<file path="src/rtl/sobel_grad_3x3_if.sv">
// sobel_grad_3x3_if: column-in / gradient-out bundle between line buffer, sobel stage and NMS.
interface sobel_grad_3x3_if;
    logic       in_valid;
    logic       frame_start;
    logic [2:0] pix_top;
    logic [2:0] pix_mid;
    logic [2:0] pix_bot;
    logic       out_valid;
    logic [5:0] grad_mag;
    logic [1:0] grad_dir;
    logic       border;
    logic       frame_done;
    modport master (
        output in_valid, frame_start, pix_top, pix_mid, pix_bot,
        input  out_valid, grad_mag, grad_dir, border, frame_done
    );
    modport slave (
        input  in_valid, frame_start, pix_top, pix_mid, pix_bot,
        output out_valid, grad_mag, grad_dir, border, frame_done
    );
endinterface

</file>
<file path="src/rtl/sobel_grad_3x3.sv">
// sobel_grad_3x3: 3x3 Sobel window, 2-stage pipeline to |Gx|+|Gy| and border/frame tags.
// Define SOBEL_DIR_EN to build direction quantisation; otherwise grad_dir is tied to 0.
module sobel_grad_3x3 #(
    parameter int WIDTH  = 320,
    parameter int HEIGHT = 240,
    parameter int CW     = 9,
    parameter int RW     = 8
) (
    input logic             clk,
    input logic             rst,
    sobel_grad_3x3_if.slave s
);
    logic [8:0] c0_q, c0_d, c1_q, c1_d, c2_q, c2_d;
    logic [CW-1:0] col_q, col_d, tcol_q, tcol_d, ecol;
    logic [RW-1:0] row_q, row_d, trow_q, trow_d, erow;
    logic wrap_c, wrap_r;
    logic v0_q, v0_d, v1_q, v1_d, ov_q, ov_d;
    logic last0_q, last0_d, last1_q, last1_d, fd_q, fd_d;
    logic bd1_q, bd1_d, bd2_q, bd2_d;
    logic signed [5:0] gx_q, gx_d, gy_q, gy_d;
    logic [5:0] ax, ay, mag_q, mag_d;
    logic [1:0] dir_q, dir_d;

    // 1-2-1 weighted sum of three pixels
    function automatic logic [5:0] wsum(logic [2:0] a, logic [2:0] b, logic [2:0] c);
        return 6'(a) + 6'({b, 1'b0}) + 6'(c);
    endfunction

    // S0: shift window, tag position (frame_start overrides the counters)
    always_comb begin
        ecol    = s.frame_start ? '0 : col_q;
        erow    = s.frame_start ? '0 : row_q;
        wrap_c  = ecol == CW'(WIDTH - 1);
        wrap_r  = erow == RW'(HEIGHT - 1);
        c0_d    = s.in_valid ? c1_q : c0_q;
        c1_d    = s.in_valid ? c2_q : c1_q;
        c2_d    = s.in_valid ? {s.pix_top, s.pix_mid, s.pix_bot} : c2_q;
        col_d   = !s.in_valid ? col_q : wrap_c ? '0 : ecol + CW'(1);
        row_d   = !s.in_valid ? row_q : !wrap_c ? erow : wrap_r ? '0 : erow + RW'(1);
        tcol_d  = s.in_valid ? ecol : tcol_q;
        trow_d  = s.in_valid ? erow : trow_q;
        last0_d = s.in_valid ? (wrap_c & wrap_r) : last0_q;
        v0_d    = s.in_valid;
    end

    // S1: Gx is right column minus left column, Gy is bottom row minus top row
    always_comb begin
        gx_d    = $signed(wsum(c2_q[8:6], c2_q[5:3], c2_q[2:0]) - wsum(c0_q[8:6], c0_q[5:3], c0_q[2:0]));
        gy_d    = $signed(wsum(c0_q[2:0], c1_q[2:0], c2_q[2:0]) - wsum(c0_q[8:6], c1_q[8:6], c2_q[8:6]));
        bd1_d   = (tcol_q < CW'(2)) || (trow_q < RW'(2));
        last1_d = v0_q & last0_q;
        v1_d    = v0_q;
    end

    // S2: magnitude and quantised direction; border results are zeroed
    always_comb begin
        ax    = gx_q[5] ? 6'(-gx_q) : 6'(gx_q);
        ay    = gy_q[5] ? 6'(-gy_q) : 6'(gy_q);
        mag_d = bd1_q ? '0 : ax + ay;
`ifdef SOBEL_DIR_EN
        dir_d = bd1_q                           ? 2'd0 :
                ({ay, 1'b0} <= {1'b0, ax})      ? 2'd0 :
                ({ax, 1'b0} <= {1'b0, ay})      ? 2'd2 :
                (gx_q[5] == gy_q[5])            ? 2'd1 : 2'd3;
`else
        dir_d = 2'd0;
`endif
        bd2_d = v1_q & bd1_q;
        fd_d  = last1_q;
        ov_d  = v1_q;
    end

    always_ff @(posedge clk or posedge rst) begin
        if (rst) begin
            c0_q    <= '0;
            c1_q    <= '0;
            c2_q    <= '0;
            col_q   <= '0;
            row_q   <= '0;
            tcol_q  <= '0;
            trow_q  <= '0;
            last0_q <= 1'b0;
            v0_q    <= 1'b0;
            gx_q    <= '0;
            gy_q    <= '0;
            bd1_q   <= 1'b0;
            last1_q <= 1'b0;
            v1_q    <= 1'b0;
            mag_q   <= '0;
            dir_q   <= '0;
            bd2_q   <= 1'b0;
            fd_q    <= 1'b0;
            ov_q    <= 1'b0;
        end else begin
            c0_q    <= c0_d;
            c1_q    <= c1_d;
            c2_q    <= c2_d;
            col_q   <= col_d;
            row_q   <= row_d;
            tcol_q  <= tcol_d;
            trow_q  <= trow_d;
            last0_q <= last0_d;
            v0_q    <= v0_d;
            gx_q    <= gx_d;
            gy_q    <= gy_d;
            bd1_q   <= bd1_d;
            last1_q <= last1_d;
            v1_q    <= v1_d;
            mag_q   <= mag_d;
            dir_q   <= dir_d;
            bd2_q   <= bd2_d;
            fd_q    <= fd_d;
            ov_q    <= ov_d;
        end
    end

    assign s.out_valid  = ov_q;
    assign s.grad_mag   = mag_q;
    assign s.grad_dir   = dir_q;
    assign s.border     = bd2_q;
    assign s.frame_done = fd_q;
endmodule

</file>
<file path="src/flat_wrapper.sv">
// flat-port wrapper written by rule: the top's interface ports become plain ports
module sobel_grad_3x3_flat 
#(
    parameter int WIDTH  = 320,
    parameter int HEIGHT = 240,
    parameter int CW     = 9,
    parameter int RW     = 8
)
  (clk, rst, s_in_valid, s_frame_start, s_pix_top, s_pix_mid, s_pix_bot, s_out_valid, s_grad_mag, s_grad_dir, s_border, s_frame_done);
  sobel_grad_3x3_if s_i ();
  input logic clk;
  input logic rst;
  input wire logic [$bits(s_i.in_valid)-1:0] s_in_valid;
  input wire logic [$bits(s_i.frame_start)-1:0] s_frame_start;
  input wire logic [$bits(s_i.pix_top)-1:0] s_pix_top;
  input wire logic [$bits(s_i.pix_mid)-1:0] s_pix_mid;
  input wire logic [$bits(s_i.pix_bot)-1:0] s_pix_bot;
  output wire logic [$bits(s_i.out_valid)-1:0] s_out_valid;
  output wire logic [$bits(s_i.grad_mag)-1:0] s_grad_mag;
  output wire logic [$bits(s_i.grad_dir)-1:0] s_grad_dir;
  output wire logic [$bits(s_i.border)-1:0] s_border;
  output wire logic [$bits(s_i.frame_done)-1:0] s_frame_done;
  assign s_i.in_valid = s_in_valid;
  assign s_i.frame_start = s_frame_start;
  assign s_i.pix_top = s_pix_top;
  assign s_i.pix_mid = s_pix_mid;
  assign s_i.pix_bot = s_pix_bot;
  assign s_out_valid = s_i.out_valid;
  assign s_grad_mag = s_i.grad_mag;
  assign s_grad_dir = s_i.grad_dir;
  assign s_border = s_i.border;
  assign s_frame_done = s_i.frame_done;
  sobel_grad_3x3 #(.WIDTH(WIDTH), .HEIGHT(HEIGHT), .CW(CW), .RW(RW)) u_core (.clk(clk), .rst(rst), .s(s_i));
endmodule
</file>
<file path="config.mk">
export PLATFORM = sky130hd
export DESIGN_NAME = sobel_grad_3x3_flat
export DESIGN_NICKNAME = d
export VERILOG_FILES = /design/src/rtl/sobel_grad_3x3_if.sv /design/src/rtl/sobel_grad_3x3.sv /design/src/flat_wrapper.sv
export SDC_FILE = /design/constraint.sdc
export NUM_CORES = 1
export LEC_CHECK = 0
export ABC_CLOCK_PERIOD_IN_PS = 3300
export BUFFER_PORTS_ARGS = -buffer_cell sky130_fd_sc_hd__buf_4
export CAP_MARGIN = 10
export CELL_PAD_IN_SITES_DETAIL_PLACEMENT = 1
export CELL_PAD_IN_SITES_GLOBAL_PLACEMENT = 2
export CORE_MARGIN = 5
export CORE_UTILIZATION = 37
export CTS_CLUSTER_DIAMETER = 200
export DETAILED_ROUTE_END_ITERATION = 16
export HOLD_SLACK_MARGIN = 0.05
export PLACE_DENSITY = 0.82
export SLEW_MARGIN = 10
export SYNTH_ARGS = -nofsm -noshare
export SYNTH_HDL_FRONTEND = slang
export SYNTH_SLANG_ARGS = --single-unit
</file>
<file path="constraint.sdc">
create_clock -name clk -period 3.3 [get_ports clk]
set_input_delay 0.33 -clock clk [delete_from_list [all_inputs] [get_ports clk]]
set_output_delay 0.33 -clock clk [all_outputs]
set_load 0.05 [all_outputs]
</file>
==> metrics.cfg <==
[routing]
drtIter0Drc=119
vias_per_cell=4.95
wl_per_cell_um=14.9
dr.pass1.iters=4
detail-route-antenna-nets=0
routed_wl_mm=9.76
dr_total_vias=3234
drc=0

[finish]
n_antenna_cell=0
final_util_pct=43.5
area_growth_pct=14.5
nNetsFinal=542
drive_gt1_share_pct=17.0
final_cells=653

[timing]
tightest_slew_ps=695
fin_crit_ps=3120
slew_viol_final=0
slew-limit-headroom_pct=53.6
timing.final.crit_share_pct=94.7
fmax_mhz=320
setup_ws_ps=176
setup_viol=0
rsz0062_at_grt=no
finalHoldViolCount=0
worst_clock_skew_ps=5.22

[setup_path]
startpoint_type=flip-flop
endpoint_kind=flip-flop
slowest_stage=fa_1
r2r-start=u_core.c0_q[7]$_DFFE_PP0P_
max_stage_delay_ps=490
path_buf_inv=3
rrSetupSlack_ps=180
worst_ep_required_time_ps=3560
r2r-end=u_core.gy_q[5]$_DFF_PP0_
crit_family=adder cells
worstSetupPathType=reg -> reg
startpoint=u_core.c0_q[7]$_DFFE_PP0P_
crit_arrival_ps=3380
cp_max_fo=4
ff2ff_path_depth=12
path_cells=ha_1 > fa_1 > inv_1 > fa_1 > inv_1 > fa_1 > inv_1 > ha_4 > a21oi_2 > o21bai_1 > a21oi_2 > xnor2_1

[floorplan]
core_area_mm2=0.0127
die_area_mm2=0.0154
fp.dieW_um=124
die_y_um=124
rows=41
start_util_pct=38.0
io_pins=24

[grt]
grt_max_degree=70
grt_first_pass_wirelength_mm=17.2
antenna_found_initial=0
grt_overflow_total=0
grt.total_usage_pct=13.5
grt_pass1_vias=3490

[synthesis]
ys_seq_area_share_pct=44.1
ys_dominant_reg_cell=dfrtp_1
netlist-cell-type-count=52
synth_edf_count=0
async_flop_share_pct=100
synth_top_cells_by_area=dfrtp_1 (44%), ha_1 (9.3%), fa_1 (7.0%), mux2_2 (5.4%), inv_1 (4.1%)
synthesis.instances=453
synth_area_per_cell_um2=10.7
synth_most_common_cell=dfrtp_1
synth_top_area_cell=dfrtp_1
yosys_register_bits=85
synth.top_cell.area_share_pct=44.1
yosysWarnings=0
syn-cell-area_mm2=0.00483
synth_top_cells_by_count=dfrtp_1 (85), inv_1 (53), nand2_1 (38)

[min_path]
hold_class=in -> async

[place]
io_buffer_count=21
dp.final_hpwl_mm=7.27
gp_congestion=0.776
place_inst=635
pre_cts_ws_ps=-25.6

[power]
p_leak_nw=2.54
total_power_mw=4.93
max-vdd-ir-drop_mv=0.293
p_per_area_mw_per_mm2=892

[clocking]
numCtsBuffers=9
clkTransAtPathRegs_ps=60
cts_sinks=85
cts_root_buf=clkbuf_16
cts_tree=built
htree_levels=3
clock_path_buffers=2
clock_latency_ps=340

[run_status]
outcome=finished clean

[run]
cap_violations=0

[per-layer routing]
metal  vias to the layer above  global-route usage (%)  part of all wire, %
met3                        16                    2.66                  2.5
met4                         0                    5.74                  2.0
li1                       1567                       -                    -
met2                        42                    22.3                   49
met5                         -                       0                    0
met1                      1609                    17.2                   46
[report_power, final]
group	switching, mW	internal [mW]	total, mW
Clock	0.413	0.760	1.17
Sequential	0.150	1.23	1.38
Combinational	1.23	1.15	2.38
Total	1.79	3.14	4.93
[state kept, by name, summed over array words and instances, names as in the netlist]
signal	flops
u_core.bd1_q	1
u_core.c0_q	9
u_core.c1_q	9
u_core.c2_q	9
u_core.col_q	9
u_core.fd_d	1
u_core.gx_q	6
u_core.gy_q	6
u_core.last0_q	1
u_core.ov_d	1
u_core.row_q	8
u_core.s.border	1
u_core.s.frame_done	1
u_core.s.grad_mag	6
u_core.s.out_valid	1
u_core.tcol_q	8
u_core.trow_q	7
u_core.v0_q	1
[cell usage in the layout, fill, tap and decap left out, types with 17 or more instances in the layout]
master   count
xnor2_1     18
o21ai_0     26
buf_4       27
mux2_2      23
nand2_1     38
ha_1        34
fa_1        17
dfrtp_1     85
inv_1       52
nor2_1      21
[how the worst max path moves through the flow]
stage,end,slack (ps),cells past startpoint
after floorplan,u_core.gy_q[5]$_DFF_PP0_,180,12
after global placement,u_core.gy_q[5]$_DFF_PP0_,100,12
after detailed placement,u_core.gy_q[5]$_DFF_PP0_,-30,12
after CTS,u_core.gy_q[5]$_DFF_PP0_,20,12
after global routing,u_core.gx_q[5]$_DFF_PP0_,4,12
final,u_core.gy_q[5]$_DFF_PP0_,180,12
[stage by stage]
step	cell area, um^2	hold slack [ps]	setup TNS [ps]
finish	5530	82.2	0
CTS	5480	98.0	0
detailed placement	5120	341	-25.6
global route	5530	140	0
global placement	5120	334	0
floorplan	4830	331	0
[final cells by class]
type                            instances  area [um^2]
Clock buffer                           10          239
Clock inverter                          6          109
Fill cell                            1469         7190
Inverter                               53          200
Multi-Input combinational cell        300         2430
Sequential cell                        85         2130
Tap cell                              172          215
Timing Repair Buffer                   27          203
[worst reg2reg max path: stages (launching register included)]
cell      delay, ps
dfrtp_1         420
ha_1            230
fa_1            480
inv_1            50
fa_1            490
inv_1            50
fa_1            490
inv_1            60
ha_4            250
a21oi_2         160
o21bai_1         90
a21oi_2         130
xnor2_1         120
[timing repair]
action / CTS / global route
buffers inserted: 0 / 2
hold buffers: 0 / 0
hold endpoints to repair: 0 / 0
endpoints found under the setup margin: 2 / 2
pin swaps: 0 / 4
resized for setup: 2 / 4
[logic make-up (layout without fill, tap and decap cells)]
group	Yosys count	after routing	share of synthesized area (%)
compound gates	80	80	10.3
mux	26	26	5.99
fa+ha+maj	53	53	16.4
other cells	1	2	0.0777
simple gates	113	113	12.1
xor+xnor	26	26	4.72
flops	85	85	44.1
buf+inv	69	96	6.43
Note: power is estimated with default switching activity, not from simulation.
